### config.mk
export PLATFORM = sky130hd
export DESIGN_NAME = serial_digit_alu
export DESIGN_NICKNAME = d
export VERILOG_FILES = /design/src/rtl/serial_digit_alu.sv
export SDC_FILE = /design/constraint.sdc
export NUM_CORES = 1
export LEC_CHECK = 0
export BUFFER_PORTS_ARGS = -buffer_cell sky130_fd_sc_hd__buf_2
export CAP_MARGIN = 15
export CORE_MARGIN = 1
export CORE_UTILIZATION = 40
export DETAILED_ROUTE_END_ITERATION = 12
export RECOVER_POWER = 100
export SYNTH_ARGS = -nofsm -noshare
export SYNTH_HDL_FRONTEND = slang
export SYNTH_SLANG_ARGS = --single-unit
### constraint.sdc
create_clock -name clk -period 4.7 [get_ports clk]
set_input_delay 0 -clock clk [delete_from_list [all_inputs] [get_ports clk]]
set_output_delay 0 -clock clk [all_outputs]
set_load 0.03 [all_outputs]
### src/rtl/serial_digit_alu.sv
// serial_digit_alu
//   Digit-serial ALU sequencer. Operands of WORD_WIDTH bits are processed one
//   DIGIT_WIDTH slice per clock through a single narrow datapath, so an
//   operation takes NDIG = WORD_WIDTH/DIGIT_WIDTH RUN cycles.
//
//   Optional feature macro: SERIAL_ALU_FLAGS_EN adds the carry_out and zero
//   flag ports and their registers.
//
// Ports
//   clk        rising-edge clock
//   reset      synchronous, active-high reset
//   start      operation request, accepted when not busy
//   cmd        0 ADD, 1 SUB, 2 AND, 3 OR, 4 XOR, 5 SHL1, 6 SHR1, 7 reserved (result 0)
//   word1      operand A (the shifted operand for SHL1/SHR1)
//   word2      operand B (ignored for shifts)
//   busy       high while digits are being processed
//   done       one-cycle pulse when the result is complete
//   result     result word, stable from done until the next accepted start
//   carry_out  [SERIAL_ALU_FLAGS_EN] final carry or shifted-out bit
//   zero       [SERIAL_ALU_FLAGS_EN] final result == 0
//
// State table
//   IDLE | waiting for start
//   RUN  | one digit processed per clock
//   DONE | result complete; start here chains straight into RUN

module serial_digit_alu #(
    parameter int WORD_WIDTH  = 32,
    parameter int DIGIT_WIDTH = 4
) (
    input  logic                  clk,
    input  logic                  reset,
    input  logic                  start,
    input  logic [2:0]            cmd,
    input  logic [WORD_WIDTH-1:0] word1,
    input  logic [WORD_WIDTH-1:0] word2,
    output logic                  busy,
    output logic                  done,
    output logic [WORD_WIDTH-1:0] result
`ifdef SERIAL_ALU_FLAGS_EN
    ,
    output logic                  carry_out,
    output logic                  zero
`endif
);

    localparam int NDIG = WORD_WIDTH / DIGIT_WIDTH;
    localparam int CW   = (NDIG > 1) ? $clog2(NDIG) : 1;
    localparam logic [CW-1:0] LAST_DIG = CW'(NDIG - 1);

    localparam logic [2:0] CMD_ADD  = 3'd0;
    localparam logic [2:0] CMD_SUB  = 3'd1;
    localparam logic [2:0] CMD_AND  = 3'd2;
    localparam logic [2:0] CMD_OR   = 3'd3;
    localparam logic [2:0] CMD_XOR  = 3'd4;
    localparam logic [2:0] CMD_SHL1 = 3'd5;
    localparam logic [2:0] CMD_SHR1 = 3'd6;

    if ((WORD_WIDTH % DIGIT_WIDTH) != 0 || (WORD_WIDTH / DIGIT_WIDTH) < 2) begin : g_bad_params
        $error("serial_digit_alu: WORD_WIDTH must be a multiple of DIGIT_WIDTH with at least 2 digits");
    end

    typedef enum logic [1:0] {
        IDLE = 2'd0,
        RUN  = 2'd1,
        DONE = 2'd2
    } state_t;

    state_t state, state_next;

    logic [WORD_WIDTH-1:0]  a_reg, b_reg;
    logic [2:0]             cmd_reg;
    logic [CW-1:0]          cnt;
    logic                   carry;

    logic                   accept;
    logic                   last_dig;
    logic [DIGIT_WIDTH-1:0] a_dig, b_dig, b_eff, d;
    logic [DIGIT_WIDTH:0]   sum;
    logic [DIGIT_WIDTH:0]   shl_full, shr_full;
    logic                   carry_next;
    logic [WORD_WIDTH-1:0]  result_next;

    logic [DIGIT_WIDTH-1:0] a_digs [NDIG];
    logic [DIGIT_WIDTH-1:0] b_digs [NDIG];

    for (genvar g = 0; g < NDIG; g++) begin : g_dig
        assign a_digs[g] = a_reg[g*DIGIT_WIDTH +: DIGIT_WIDTH];
        assign b_digs[g] = b_reg[g*DIGIT_WIDTH +: DIGIT_WIDTH];
    end

    assign busy   = (state == RUN);
    assign done   = (state == DONE);
    // start is only honoured outside RUN; a request during RUN is dropped.
    assign accept = start && (state != RUN);

    // SHR1 walks MSB->LSB so the shifted-out bit of each digit feeds the next lower one.
    assign last_dig = (cmd_reg == CMD_SHR1) ? (cnt == '0) : (cnt == LAST_DIG);

    always_ff @(posedge clk) begin
        if (reset) state <= IDLE;
        else       state <= state_next;
    end

    always_comb begin
        state_next = state;
        case (state)
            IDLE:    if (start) state_next = RUN;
            RUN:     if (last_dig) state_next = DONE;
            DONE:    state_next = start ? RUN : IDLE;
            default: state_next = IDLE;
        endcase
    end

    always_comb begin
        a_dig      = a_digs[cnt];
        b_dig      = b_digs[cnt];
        b_eff      = (cmd_reg == CMD_SUB) ? ~b_dig : b_dig;
        sum        = {1'b0, a_dig} + {1'b0, b_eff} + {{DIGIT_WIDTH{1'b0}}, carry};
        shl_full   = {a_dig, carry};
        shr_full   = {carry, a_dig};
        d          = '0;
        carry_next = carry;
        case (cmd_reg)
            CMD_ADD, CMD_SUB: begin
                d          = sum[DIGIT_WIDTH-1:0];
                carry_next = sum[DIGIT_WIDTH];
            end
            CMD_AND: d = a_dig & b_dig;
            CMD_OR:  d = a_dig | b_dig;
            CMD_XOR: d = a_dig ^ b_dig;
            CMD_SHL1: begin
                d          = shl_full[DIGIT_WIDTH-1:0];
                carry_next = a_dig[DIGIT_WIDTH-1];
            end
            CMD_SHR1: begin
                d          = shr_full[DIGIT_WIDTH:1];
                carry_next = a_dig[0];
            end
            default: d = '0;
        endcase

        result_next = result;
        for (int i = 0; i < NDIG; i++) begin
            if (cnt == CW'(i)) result_next[i*DIGIT_WIDTH +: DIGIT_WIDTH] = d;
        end
    end

    always_ff @(posedge clk) begin
        if (reset) begin
            a_reg     <= '0;
            b_reg     <= '0;
            cmd_reg   <= '0;
            cnt       <= '0;
            carry     <= 1'b0;
            result    <= '0;
`ifdef SERIAL_ALU_FLAGS_EN
            carry_out <= 1'b0;
            zero      <= 1'b0;
`endif
        end else if (accept) begin
            a_reg     <= word1;
            b_reg     <= word2;
            cmd_reg   <= cmd;
            cnt       <= (cmd == CMD_SHR1) ? LAST_DIG : '0;
            carry     <= (cmd == CMD_SUB);
            result    <= '0;
`ifdef SERIAL_ALU_FLAGS_EN
            carry_out <= 1'b0;
            zero      <= 1'b0;
`endif
        end else if (state == RUN) begin
            result <= result_next;
            carry  <= carry_next;
            if (!last_dig) begin
                cnt <= (cmd_reg == CMD_SHR1) ? cnt - 1'b1 : cnt + 1'b1;
            end
`ifdef SERIAL_ALU_FLAGS_EN
            if (last_dig) begin
                carry_out <= carry_next;
                zero      <= (result_next == '0);
            end
`endif
        end
    end

endmodule

==> results of run 1 <==
==> worst paths after layout <==
check	start	end	slack, ns	cells after the start
max reg2reg	cnt[0]$_SDFFE_PP0P_	result[6]$_SDFFE_PP0P_	0.63	12
min reg2reg	a_reg[7]$_SDFFE_PP0P_	a_reg[7]$_SDFFE_PP0P_	0.46	2
max	cnt[0]$_SDFFE_PP0P_	result[6]$_SDFFE_PP0P_	0.63	12
min	reset	a_reg[20]$_SDFFE_PP0P_	0.31	3
==> stage by stage <==
step                      instances  cell area [µm²]  hold WS, ns  setup WS, ns
after global placement          829             5560        0.239          1.06
after CTS                       913             6550        0.317         0.904
final                           913             6480        0.313         0.633
after detailed placement        829             5560        0.248         0.953
after global routing            913             6480        0.355         0.360
after floorplan                 592             4980        0.136          1.46
==> kinds of logic after synthesis <==
group                      count (synthesis)  share of synthesized area
and+or+nand+nor                          203                      0.174
AOI/OAI and AO/OA                        171                      0.200
DFF                                      105                      0.422
buffers and inverters                     53                     0.0472
muxes                                     31                     0.0882
adders and majority gates                 20                     0.0533
xor gates and xnor gates                   9                     0.0158
==> area by class of cell <==
| class | count | share of cell area |
|---|---|---|
| clock inverter | 7 | 0.0120 |
| sequential | 105 | 0.324 |
| inverter | 15 | 0.00868 |
| clock buffer | 9 | 0.0347 |
| timing repair buffer | 175 | 0.182 |
| multi-input combinational | 434 | 0.406 |
| tap | 168 | 0.0324 |
==> synthesized netlist by cell type (5+ instances only) <==
library cell	instances
dfxtp_1	105
buf_2	8
o211ai_1	8
mux4_2	8
inv_1	12
xnor2_1	6
nand2_1	153
ha_1	18
nor3_1	5
mux2i_1	14
mux2_2	6
o21ai_0	29
a21oi_1	108
nand2b_1	6
clkbuf_1	24
nor2_1	13
nor2b_1	7
==> power by group <==
group	internal [W]	switching, W
Sequential	0.000934	0.0000427
Combinational	0.000202	0.000262
Clock	0.000419	0.000351
==> per-layer routing <==
metal	global-route usage	vias to the layer above	wire, µm
li1	-	2326	-
met1	0.285	2143	6310
met2	0.348	106	6260
met3	0.0494	20	519
met4	0.0860	0	262
met5	0	-	0
==> timing repair <==
item	CTS	global route
hold buffers	68	0
hold endpoints to repair	68	0
setup buffers	0	0
gates resized for setup	0	0
==> critical path, stage by stage (launching register included) <==
cell       delay [ns]
dfxtp_1          0.51
buf_4            0.33
nor2b_1          0.15
a211oi_1         0.07
a211oi_1         0.74
inv_1            0.21
fa_1             0.49
fa_1             0.42
xor2_1           0.17
a2bb2oi_1        0.17
o22ai_1          0.13
a221oi_4         0.41
a21oi_1          0.13
==> reports/qor.yml, run 1 <==
total_power_w: 0.00221
cap_viol_max_count: 2
wl_per_cell_um: 14.6
portBuffers: 103
startpoint_type: "flip-flop"
antenna_left: 0
drt-initial-drc-count: 218
fmaxAchievable_mhz: 246
gp_congestion: 0.839
power_density_nw_per_um2: 341
clkSinkCount: 105
rsz0062_at_grt: "false"
netlist_area_um2: 4980
cts-root-buf: "clkbuf_16"
die_w_um: 114
dp_hpwl_um: 8940
antenna_cells: 0
layout_commonest_cell: "nand2_1"
min_path_type: "primary input to flip-flop"
grt_pass1_wl_um: 21800
yosysTopAreaCell: "dfxtp_1"
htreeDepth: 3
path_clk_slew_ns: 0.07
syn_nets: 682
critPathRequiredTime_ns: 4.91
slew_violations: 43
finalCritPeriodShare: 0.865
clk_latency_ns: 0.36
ios: 104
cts_tree: "yes"
ys.flop_type: "dfxtp_1"
num-fill-cells: 1105
core_area_um2: 12100
critical_path_class: "flip-flop to flip-flop"
antenna_found_initial: 0
synthTopCellsByArea: "dfxtp_1, nand2_1, a21oi_1"
grt_pass1_vias: 4457
setup_violations: 0
multi_input_area_um2: 2630
grt-ovfl-total: 0
grt_max_degree: 75
yosys.area.top_type_share: 0.422
fp.dieH_um: 114
worst-path-max-fanout: 17
synth_edf_count: 0
first_pass_iters: 4
post_synth_num_cell_types: 56
drc: 0
layout_common_cells: "nand2_1, a21oi_1, dfxtp_1"
violations: "max-capacitance violations, max-slew violations"
wl_um: 13300
initial_core_util: 0.413
clock_path_buffers: 2
relSlewSlack: -0.0959
async_flop_share: 0
syn-instance-count: 592
p_leak_nw: 2.59
dr_total_vias: 4595
drive_gt1_frac: 0.158
final_core_util: 0.538
critical_path_arrival_ns: 4.28
postSynthAreaPerCell_um2: 8.41
cts_made_buffers: 9
worst_pin_slew_ns: 1.64
fin_skew_ns: 0.00898
seq_area_frac_synth: 0.422
end_kind: "flip-flop"
nets: 830
via_per_inst: 5.03
ir_worst_vdd_mv: 0.184
hold_violations: 0
ys_seq_elements: 105
status: "complete, but fails checks"
yosysWarnings: 0
seq_area_um2: 2100
track_usage: 0.218
area_delta_synth_final_pct: 30.2
final.setup.tns_ns: 0
min_period_ns: 4.07
die_area_um2: 12900
fp-row-count: 40
Note: power is estimated with default switching activity, not from simulation.
==> run 2: changes to the inputs <==
--- a/config.mk
+++ b/config.mk
@@ -7,9 +7,10 @@
 export LEC_CHECK = 0
 export BUFFER_PORTS_ARGS = -buffer_cell sky130_fd_sc_hd__buf_2
 export CAP_MARGIN = 15
-export CORE_MARGIN = 1
+export CORE_MARGIN = 5
 export CORE_UTILIZATION = 40
 export DETAILED_ROUTE_END_ITERATION = 12
+export PLACE_DENSITY = 0.61
 export RECOVER_POWER = 100
 export SYNTH_ARGS = -nofsm -noshare
 export SYNTH_HDL_FRONTEND = slang
==> run 2 against run 1 <==
Compared with the run above: the flow still finishes with violations (max-capacitance violations, max-slew violations); register-to-register slack gained 0.06 ns; sequential power about the same; sequential share of layout area is 0.088 points higher; via count decreased by 0.57%; clock skew fell by 0.0022 ns; critical endpoint is now result[19]$_SDFFE_PP0P_; largest power group unchanged.
==> reports/qor.yml, run 2 (same netlist as run 1, synthesis figures left out) <==
reg2reg_slack_ns: 0.69
min_period_ns: 4.01
startpoint_type: "flip-flop"
fin_skew_ns: 0.00682
track_usage: 0.185
slowest_stage: "dfxtp_1"
cts-root-buf: "clkbuf_16"
p_leak_nw: 2.59
violations: "max-capacitance violations, max-slew violations"
final.setup.tns_ns: 0
cap_viol_max_count: 1
drc: 0
grt_max_degree: 75
path_clk_slew_ns: 0.07
initial_core_util: 0.411
grt_pass1_wl_um: 21900
power_density_nw_per_um2: 338
end_kind: "flip-flop"
power_frac_seq: 0.448
drt-initial-drc-count: 239
status: "complete, but fails checks"
power.internal_w: 0.00156
grt-ovfl-total: 0
relSlewSlack: -0.484
clock_path_buffers: 2
nets: 831
portBuffers: 103
slew_violations: 60
clk_latency_ns: 0.35
fmaxAchievable_mhz: 250
fp.dieH_um: 122
layout_commonest_cell: "nand2_1"
hold_violations: 0
grt_pass1_vias: 4478
r2r_end: "result[19]$_SDFFE_PP0P_"
setup_violations: 0
post-cts-setup-buffer-count: 0
max_stage_delay_ns: 0.84
first_pass_iters: 4
antenna_left: 0
worst-path-max-fanout: 16
die_w_um: 122
cts_made_buffers: 9
area_delta_synth_final_pct: 29.8
antenna_found_initial: 0
dr_total_vias: 4569
pwr-share-clk: 0.340
comb_power_share: 0.212
fp-row-count: 40
ir_worst_vdd_mv: 0.182
worstSetupEndpoint: "result[19]$_SDFFE_PP0P_"
final_core_util: 0.534
ios: 104
die_area_um2: 14800
via_per_inst: 5.00
critPathRequiredTime_ns: 4.90
wl_um: 13400
crit_start: "cnt[0]$_SDFFE_PP0P_"
switchingPower_w: 0.000621
antenna_cells: 0
p_sw_frac: 0.284
gp_congestion: 0.872
core_area_um2: 12100
finalCritPeriodShare: 0.852
drive_gt1_frac: 0.153
r2r-start: "cnt[0]$_SDFFE_PP0P_"
wl_per_cell_um: 14.7
clkSinkCount: 105
worst_pin_slew_ns: 2.23
dp_hpwl_um: 9000
critical_path_arrival_ns: 4.21
htreeDepth: 3
critical_path_class: "flip-flop to flip-flop"
layout_common_cells: "nand2_1, a21oi_1, dfxtp_1"
cts_tree: "yes"
ff2ff_path_depth: 10
min_path_type: "primary input to flip-flop"
rsz0062_at_grt: "false"
crit_chain: "clkbuf_1, mux4_2, mux2i_1, xnor2_1, ha_1, nand2_1, o21ai_0, mux2i_1, a21oi_1, a21oi_1"
[run 2: what timing repair did]
item,4_1_cts,5_1_grt
endpoints found under the hold margin,68,0
gates resized for setup,0,0
hold buffers,68,0
[run 2: metal layers]
metal	global-route usage	share of wire	vias up	routed length [µm]
li1	-	-	2318	-
met1	0.239	0.46	2105	6250
met2	0.296	0.46	121	6160
met3	0.0474	0.051	25	685
met4	0.0721	0.025	0	340
met5	0	0	-	0
[run 2: layout make-up]
cell class	instances	area, µm²
clock inverters	2	38.8
multi-input cells	434	2630
repair buffers	176	1180
fillers	1145	5650
inverters	15	56.3
flip-flops and latches	105	2100
clock buffers	13	250
well taps	168	210
[run 2: worst min path at each step]
| stage | cells past startpoint | slack, ns | to | startpoint |
|---|---|---|---|---|
| floorplan | 2 | 0.14 | a_reg[19]$_SDFFE_PP0P_ | word1[19] |
| global placement | 3 | 0.24 | a_reg[14]$_SDFFE_PP0P_ | word1[14] |
| detailed placement | 3 | 0.25 | a_reg[14]$_SDFFE_PP0P_ | word1[14] |
| CTS | 3 | 0.34 | b_reg[5]$_SDFFE_PP0P_ | reset |
| global route | 3 | 0.37 | cmd_reg[1]$_SDFFE_PP0P_ | reset |
| finish | 3 | 0.33 | cmd_reg[2]$_SDFFE_PP0P_ | reset |
[run 2: critical path: cells and delay by family, from the launching register on]
kind	cells	cell delay, ns
adders and majority gates	1	0.30
DFF	1	0.84
xor gates and xnor gates	1	0.15
AOI/OAI and AO/OA	3	1.14
and+or+nand+nor	1	0.05
muxes	3	0.96
buffers and inverters	1	0.41
[run 2: power by group through the flow]
stage               logic, W  registers (W)  clock network, W
floorplan           0.000318       0.000982                 0
global placement    0.000414       0.000997                 0
detailed placement  0.000424       0.000997                 0
CTS                 0.000470       0.000977          0.000756
global route        0.000518       0.000984          0.000791
finish              0.000462       0.000977          0.000743
[run 2: stage by stage]
| stage | area, µm² | std cells | hold slack, ns | total power, W | setup WS [ns] |
|---|---|---|---|---|---|
| 2_1_floorplan | 4980 | 592 | 0.136 | 0.00130 | 1.46 |
| 3_3_place_gp | 5560 | 829 | 0.240 | 0.00141 | 0.956 |
| 3_5_place_dp | 5560 | 829 | 0.246 | 0.00142 | 0.820 |
| 4_1_cts | 6530 | 912 | 0.342 | 0.00220 | 0.777 |
| 5_1_grt | 6470 | 913 | 0.374 | 0.00229 | 0.328 |
| 6_report | 6470 | 913 | 0.330 | 0.00218 | 0.694 |
